`src/rtl/add_arbiter.sv`:
```
// Round-robin arbiter that time-shares one DATAWIDTH-bit adder among NREQ requesters.
// Latency: a grant in cycle N makes sum_out/sum_id/sum_valid visible in cycle N+1; one result per cycle.
// Backpressure: while the result register is full and out_ready is low, no grant is issued and all state holds.
//
// Ports:
//   Clk        rising-edge clock
//   Rst        asynchronous active-high reset
//   req        level request per requester, held until granted
//   a_in/b_in  packed operands, requester i at [i*DATAWIDTH +: DATAWIDTH]
//   gnt        combinational one-hot grant (zero while Rst is high)
//   sum_out    registered sum, modulo 2^DATAWIDTH
//   sum_id     index of the requester owning sum_out
//   sum_valid  result register occupied
//   out_ready  consumer accepts the result when sum_valid && out_ready
//   sum_cout   carry-out of the registered sum (present only with ADD_ARB_CARRY_EN)
//
// Build option: define ADD_ARB_CARRY_EN to widen the adder by one bit and expose sum_cout.

module add_arbiter #(
    parameter int DATAWIDTH = 8,
    parameter int NREQ      = 4,
    localparam int IDW      = (NREQ > 1) ? $clog2(NREQ) : 1
) (
    input  logic                      Clk,
    input  logic                      Rst,
    input  logic [NREQ-1:0]           req,
    input  logic [NREQ*DATAWIDTH-1:0] a_in,
    input  logic [NREQ*DATAWIDTH-1:0] b_in,
    output logic [NREQ-1:0]           gnt,
    output logic [DATAWIDTH-1:0]      sum_out,
    output logic [IDW-1:0]            sum_id,
    output logic                      sum_valid,
`ifdef ADD_ARB_CARRY_EN
    output logic                      sum_cout,
`endif
    input  logic                      out_ready
);

    // ------------------------------------------------------------------
    // Result register occupancy
    // ------------------------------------------------------------------
    typedef enum logic {
        ST_EMPTY = 1'b0,
        ST_FULL  = 1'b1
    } state_t;

    state_t r_state;
    state_t w_state_nxt;

    // Registered result and round-robin pointer
    logic [DATAWIDTH-1:0] r_sum;
    logic [IDW-1:0]       r_id;
    logic [IDW-1:0]       r_last;

    // Arbitration wires
    logic                 w_can_issue;
    logic [NREQ-1:0]      w_gnt;
    logic [IDW-1:0]       w_gnt_id;
    logic                 w_grant;
    logic                 w_found;
    logic [IDW:0]         w_idx_ext;
    logic [IDW-1:0]       w_idx;

    // Datapath wires
    logic [DATAWIDTH-1:0] w_a;
    logic [DATAWIDTH-1:0] w_b;
    logic [DATAWIDTH-1:0] w_sum;

`ifdef ADD_ARB_CARRY_EN
    logic                 r_cout;
    logic [DATAWIDTH:0]   w_sum_ext;
    logic                 w_cout;
`endif

    // A new operation may enter when the register is empty or is being
    // drained on this same edge.
    assign w_can_issue = (r_state == ST_EMPTY) || out_ready;

    // ------------------------------------------------------------------
    // Round-robin search: start one past the last winner and wrap.
    // The index is computed one bit wider so (last + k) can be reduced
    // modulo NREQ for non-power-of-two requester counts.
    // ------------------------------------------------------------------
    always_comb begin
        w_gnt     = '0;
        w_gnt_id  = '0;
        w_found   = 1'b0;
        w_idx_ext = '0;
        w_idx     = '0;
        for (int k = 1; k <= NREQ; k++) begin
            w_idx_ext = {1'b0, r_last} + (IDW+1)'(k);
            if (w_idx_ext >= (IDW+1)'(NREQ)) begin
                w_idx_ext = w_idx_ext - (IDW+1)'(NREQ);
            end
            w_idx = w_idx_ext[IDW-1:0];
            if (!w_found && req[w_idx]) begin
                w_found  = 1'b1;
                w_gnt_id = w_idx;
            end
        end
        // Grant is suppressed during reset and while blocked downstream.
        if (w_found && w_can_issue && !Rst) begin
            w_gnt[w_gnt_id] = 1'b1;
        end
    end

    assign w_grant = |w_gnt;
    assign gnt     = w_gnt;

    // ------------------------------------------------------------------
    // Operand select for the granted requester
    // ------------------------------------------------------------------
    always_comb begin
        w_a = '0;
        w_b = '0;
        for (int i = 0; i < NREQ; i++) begin
            if (w_gnt_id == IDW'(i)) begin
                w_a = a_in[i*DATAWIDTH +: DATAWIDTH];
                w_b = b_in[i*DATAWIDTH +: DATAWIDTH];
            end
        end
    end

    // ------------------------------------------------------------------
    // Shared adder
    // ------------------------------------------------------------------
`ifdef ADD_ARB_CARRY_EN
    assign w_sum_ext = {1'b0, w_a} + {1'b0, w_b};
    assign w_sum     = w_sum_ext[DATAWIDTH-1:0];
    assign w_cout    = w_sum_ext[DATAWIDTH];
`else
    // Carry is discarded: result wraps modulo 2^DATAWIDTH.
    assign w_sum     = w_a + w_b;
`endif

    // ------------------------------------------------------------------
    // Occupancy FSM
    // ------------------------------------------------------------------
    always_ff @(posedge Clk or posedge Rst) begin
        if (Rst) begin
            r_state <= ST_EMPTY;
        end else begin
            r_state <= w_state_nxt;
        end
    end

    always_comb begin
        w_state_nxt = r_state;
        case (r_state)
            ST_EMPTY: begin
                if (w_grant) begin
                    w_state_nxt = ST_FULL;
                end
            end
            ST_FULL: begin
                // A grant while full implies out_ready: drain and refill together.
                if (w_grant) begin
                    w_state_nxt = ST_FULL;
                end else if (out_ready) begin
                    w_state_nxt = ST_EMPTY;
                end
            end
            default: w_state_nxt = ST_EMPTY;
        endcase
    end

    // ------------------------------------------------------------------
    // Result register and pointer. Pointer reset to NREQ-1 so the first
    // search after reset begins at requester 0. On drain without grant the
    // payload holds; only occupancy clears.
    // ------------------------------------------------------------------
    always_ff @(posedge Clk or posedge Rst) begin
        if (Rst) begin
            r_sum  <= '0;
            r_id   <= '0;
            r_last <= IDW'(NREQ-1);
        end else if (w_grant) begin
            r_sum  <= w_sum;
            r_id   <= w_gnt_id;
            r_last <= w_gnt_id;
        end
    end

`ifdef ADD_ARB_CARRY_EN
    always_ff @(posedge Clk or posedge Rst) begin
        if (Rst) begin
            r_cout <= 1'b0;
        end else if (w_grant) begin
            r_cout <= w_cout;
        end
    end

    assign sum_cout = r_cout;
`endif

    assign sum_out   = r_sum;
    assign sum_id    = r_id;
    assign sum_valid = (r_state == ST_FULL);

endmodule

```
`config.mk`:
```
export PLATFORM = sky130hd
export DESIGN_NAME = add_arbiter
export DESIGN_NICKNAME = d
export VERILOG_FILES = /design/src/rtl/add_arbiter.sv
export SDC_FILE = /design/constraint.sdc
export NUM_CORES = 1
export LEC_CHECK = 0
export ABC_AREA = 1
export CORE_ASPECT_RATIO = 1.25
export CORE_MARGIN = 4
export CORE_UTILIZATION = 37
export CTS_CLUSTER_SIZE = 40
export DETAILED_ROUTE_END_ITERATION = 7
export PLACE_DENSITY = 0.75
export SLEW_MARGIN = 40
export SYNTH_ARGS = -nofsm -noshare
export SYNTH_HDL_FRONTEND = slang
export SYNTH_SLANG_ARGS = --single-unit
```
`constraint.sdc`:
```
create_clock -name Clk -period 3.54 [get_ports Clk]
set_input_delay 0.354 -clock Clk [delete_from_list [all_inputs] [get_ports Clk]]
set_output_delay 0.354 -clock Clk [all_outputs]
set_load 0.005 [all_outputs]
```
**Word-level counts from Yosys, hierarchy flattened**

Cells that the tools add are included.

- Output and inout bits: 15
- Input bits: 71
- Register bits after elaboration: 13

- Order comparisons: 10
- Equality and inequality tests: 3
- Add/sub/neg operators: 9
- Bitwise operators: 1
- Multiplexer cells: 35
- Reductions and logical operators: 13

Operators by type and width:

| operator | count |
|---|---|
| $mux W8 | 8 |
| $mux W2 | 8 |
| $lt A2 B3 Y1 const B | 5 |
| $ge A3 B3 Y1 const B | 4 |
| $mux W1 | 12 |
| $add A8 B8 Y8 | 1 |
| $bmux W1 S2 | 4 |
| $sub A2 B1 Y2 const B | 4 |
| $add A2 B2 Y3 const B | 2 |
| $logic_and A1 B1 Y1 | 6 |
| $eq A2 B2 Y1 const B | 2 |
| $logic_not A1 Y1 | 4 |
| $mux W4 | 1 |
| $reduce_or A4 Y1 | 1 |
| $add A2 B1 Y3 const B | 1 |
| $add A2 B3 Y3 const B | 1 |
| $demux W1 S2 | 1 |
| $eq A2 B1 Y1 const B | 1 |
| $ge A2 B1 Y1 const B | 1 |
| $logic_not A2 Y1 | 1 |
| $pmux W1 S2 | 1 |
| $logic_or A1 B1 Y1 | 1 |
| $not A1 Y1 | 1 |

**Logic depth before layout (Yosys ltp)**

- Depth in word-level cells: 23
- Depth in mapped cells: 32
- Mapped depth without buffers: 30

**Worst setup path before layout**

Ideal clock, no wire load.

- Path type: flip-flop to flip-flop
- From: register r_last[0]
- To: register r_sum[6], in the netlist sum_out[6]
- Library setup time: 0.135 ns
- Stages on the path, launching flop included: 26
- Arrival: 3.298 ns
- Path buffers: 3
- Path slack: 0.107 ns
- Path through: dfstp_2 -> buf_6 -> inv_4 -> buf_8 -> nand2_2 -> nand2_4 -> nand2_2 -> nand2_1 -> nand2_2 -> nand2_4 -> nor2_8 -> nand2_4 -> nand2_8 -> nor2_4 -> buf_6 -> inv_2 -> o22ai_1 -> o31ai_1 -> ha_1 -> inv_1 -> fa_1 -> o21ai_0 -> a21oi_1 -> o21ai_0 -> xnor2_1 -> o21ai_0

- Longest elaborated chain between the ends: 21
- Elaborated cells between the ends (all ways): 60
- Classes of those cells: 9 x add/sub; 6 x order compare; 3 x eq/ne; 31 x mux; 11 x reduce/logical

RTL lines:

| element | RTL line | text |
|---|---|---|
| start: declaration | 53 | `logic [IDW-1:0] r_last;` |
| start signal: assignment | 176 | `r_last <= IDW'(NREQ-1);` |
| start signal: assignment | 180 | `r_last <= w_gnt_id;` |
| $add A2 B1 Y3 | 91 | `w_idx_ext = {1'b0, r_last} + (IDW+1)'(k);` |
| $ge A3 B3 Y1 or $sub A2 B1 Y2 (tied branches) | 92, 93 |  |
| $mux W2 | 92 | `if (w_idx_ext >= (IDW+1)'(NREQ)) begin` |
| $bmux W1 S2 | 96 | `if (!w_found && req[w_idx]) begin` |
| $mux W1 (not written as such) | 96 |  |
| $mux W1 | 96 |  |
| $logic_not A1 Y1 | 96 |  |
| $logic_and A1 B1 Y1 | 96 |  |
| [5 not listed] | n/a |  |
| $logic_and A1 B1 Y1 | 96 |  |
| $mux W2 | 96 |  |
| $logic_not A2 Y1 (tied with other cells) | 117 | `if (w_gnt_id == IDW'(i)) begin` |
| $mux W8 or $logic_and A1 B1 Y1 (tied branches) | 117, 103 |  |
| $mux W8 or $mux W1 (tied branches) | 117, 103 |  |
| $mux W8 or $demux W1 S2 (tied branches) | 117, 103 |  |
| $mux W8 or $mux W4 (tied branches) | 117, 102 |  |
| $add A8 B8 Y8 or $reduce_or A4 Y1 (tied branches) | 133, 107 |  |
| end signal: assignment | 178 | `r_sum <= w_sum;` |
| end: declaration | 51 | `logic [DATAWIDTH-1:0] r_sum;` |

Several ways; a longest one is shown, not always the timed one. The select of a mux whose other input is x is not followed.
A chain may end at the register's enable or synchronous reset.

**Worst setup path after layout**

- From: register r_last[0]
- To: register r_sum[7], in the netlist sum_out[7]

Same word-level chain as after synthesis.

==> flow_metrics.tcl <==
set metrics [dict create \
    layout.nets 460 \
    fin_crit_ns 3.548 \
    cts_buffers 3 \
    worst_slew_margin_rel_pct 75.08 \
    numPortBuffers 85 \
    finalWorstSetupSlack_ns -0.008424 \
    cts.sinks 13 \
    place_ws_ns -0.2285 \
    tightest_slew_ns 0.3722 \
    clock_path_buffers 2 \
    cp_max_fo 7 \
    holdCritPathClass "in2async" \
    synth.most_common_cell "nand2_1" \
    synth-adder-area-share_pct 6.300 \
    die_w_um 68.77 \
    cp_data_required_time_ns 3.67 \
    synth-seq-cells 13 \
    viasPerCell 4.890 \
    synthMuxAreaShare_pct 0 \
    dr.pass1.iters 6 \
    post-route-period-util_pct 100.2 \
    worstSetupEndpoint "sum_out[7]" \
    grt_pass1_vias 2006 \
    synth_cell_types 34 \
    worstPathArrival_ns 3.68 \
    clk_pin_slew_ns 0.06 \
    dieHeight_um 83.96 \
    crit_start "r_last[0]" \
    holdBufCountCts 0 \
    start_util_pct 38.59 \
    drt-initial-drc-count 121 \
    antenna_left 0 \
    ys_warn_count 0 \
    drc_errors 0 \
    fp.dieArea_mm2 0.005774 \
    grt_pass1_wl_um 8852 \
    syn_to_final_growth_pct 80.29 \
    vias 2142 \
    cts_max_level 1 \
    skew_ns 0.003363 \
    yosysSeqAreaShare_pct 19.19 \
    synthArstFlopShare_pct 100.0 \
    num_antenna_cells 0 \
    dp_hpwl_um 4758 \
    reg2regPathDepth 27 \
    fillers 350 \
    drive_above_1_share_pct 30.26 \
    insertion_delay_ns 0.24 \
    synth_area_per_cell_um2 6.698 \
    netlist_instances 255 \
    setup.worst_path.start_class "register" \
    synth_compound_area_share_pct 15.90 \
    synth_edf_count 0 \
    routed_wl_um 5975 \
    synth_top_family_by_area "simple AND/OR/NAND/NOR gates" \
    drv_cap 0 \
    synth-xor-area-share_pct 2.051 \
    status "complete, but fails checks" \
    core_area_mm2 0.004425 \
    pin_count 86 \
    synthDominantCellAreaShare_pct 18.24 \
    synth_top_area_cell "nand2_1" \
    netlist_area_mm2 0.001708 \
    setup_viol 1 \
    syn_nets 334 \
    wire_per_inst_um 13.64 \
    hold_viol 0 \
    groute.usage.overall_pct 19.55 \
    synthSimpleGateAreaFrac_pct 45.05 \
    fp-row-count 27 \
    reg2reg_from "r_last[0]" \
    globalplace.congestion 0.8914 \
    violations "setup timing" \
    rsz0062_at_grt "yes" \
    worstReg2RegEnd "sum_out[7]" \
    cts_tree "done" \
    clock.fmax_mhz 281.8 \
    r2r_slack_ns -0.008 \
    globalRoute.totalOverflow 0 \
    synth_common_cells "83 x nand2_1, 26 x o21ai_0, 23 x inv_1" \
    grt_max_degree 15 \
    slew_violations 0 \
    ys_top_cells_by_area "nand2_1 18%, dfrtp_1 16%, nand2_4 7.9%, o21ai_0 7.6%, ha_1 5.1%" \
    cp-end-kind "register" \
    grt_antenna_before_repair 0 \
    synth_flop_cell "dfrtp_1" \
    cts_root_buf "clkbuf_8" \
    worstSetupPathType "reg2reg" \
]
## worst max-delay path: stages (launching register included)
cell and delay [ns]:
dfstp_2 0.60, buf_6 0.11, buf_6 0.10, nand2_2 0.07
nand3_2 0.09, nand2_2 0.07, nand2_2 0.09, nand2_4 0.08
nor2_8 0.11, nand2_4 0.08, nand2_8 0.10, nor2_4 0.06
inv_2 0.07, o22ai_1 0.08, o31ai_2 0.34, ha_4 0.27
a21oi_2 0.13, nand2_1 0.08, nand2_1 0.06, nand2_1 0.06
a21oi_2 0.19, o21ai_2 0.08, a21oi_2 0.14, inv_1 0.07
nand3_2 0.09, nand3_2 0.09, nand3_2 0.09, nand2_1 0.05
## repair_timing
item,CTS,global route
setup buffers,3,10
pin swaps,1,12
resized for setup,5,39
endpoints found under the setup margin,2,3
## worst min-delay path by stage
| stage | start | to | slack, ns |
|---|---|---|---|
| global route | Rst | sum_valid | 0.43 |
| floorplan | Rst | sum_id[0] | 0.24 |
| global placement | sum_out[0] | sum_out[0] | 0.46 |
| finish | Rst | sum_out[6] | 0.40 |
| detailed placement | sum_out[4] | sum_out[4] | 0.47 |
| CTS | Rst | sum_out[6] | 0.41 |
## per-stage QoR
stage | TNS (ns) | instances | cell area [µm²] | util (%) | hold WS (ns)
final | -0.008424 | 438 | 3079 | 69.58 | 0.4031
after CTS | 0 | 428 | 2889 | 65.28 | 0.4103
after global routing | -0.3648 | 438 | 3079 | 69.58 | 0.4292
after detailed placement | -0.3337 | 421 | 2793 | 63.10 | 0.4736
after floorplan | 0 | 255 | 1708 | - | 0.2377
after global placement | -0.1781 | 421 | 2793 | 63.10 | 0.4625
## per-layer routing
metal	global-route usage [%]	routed length, µm
met4	8.688	276
met1	22.15	2239
met2	35.27	3177
met5	0	0
met3	1.617	282
## registers in the layout (all words and copies together) (netlist names)
signal / cells
r_last: 2
sum_out: 8
sum_id: 2
sum_valid: 1
## kinds of logic after synthesis
group / after synthesis
AOI/OAI and AO/OA: 48
xor gates and xnor gates: 4
adders and majority gates: 8
buffers and inverters: 40
DFF: 13
and+or+nand+nor: 142
## cell type report
cell class | count | area (µm²) | share of cell area (%)
clock buffer | 3 | 41.29 | 1.341
tap | 58 | 72.57 | 2.357
inverter | 32 | 127.6 | 4.145
sequential | 13 | 327.8 | 10.65
clock inverter | 1 | 5.005 | 0.1625
multi-input combinational | 202 | 1305 | 42.38
timing repair buffer | 129 | 1200 | 38.97
## cell usage in the layout (no fill, tap or decap), types with 3 or more instances in the layout
cell and instances:
a21oi_1 3, a21oi_2 4, buf_4 39, buf_6 5, clkbuf_8 3, clkdlybuf4s50_1 85
dfrtp_1 11, ha_1 5, inv_1 22, inv_2 8, nand2_1 74, nand2_2 12
nand2_4 15, nand3_1 9, nand3_2 8, nand4_1 5, nor2_1 10, o21ai_0 22
o21ai_1 6, xnor2_1 3
Power is not shown: default switching activity piles up to over one toggle a cycle in this logic, so the estimate is an artifact.
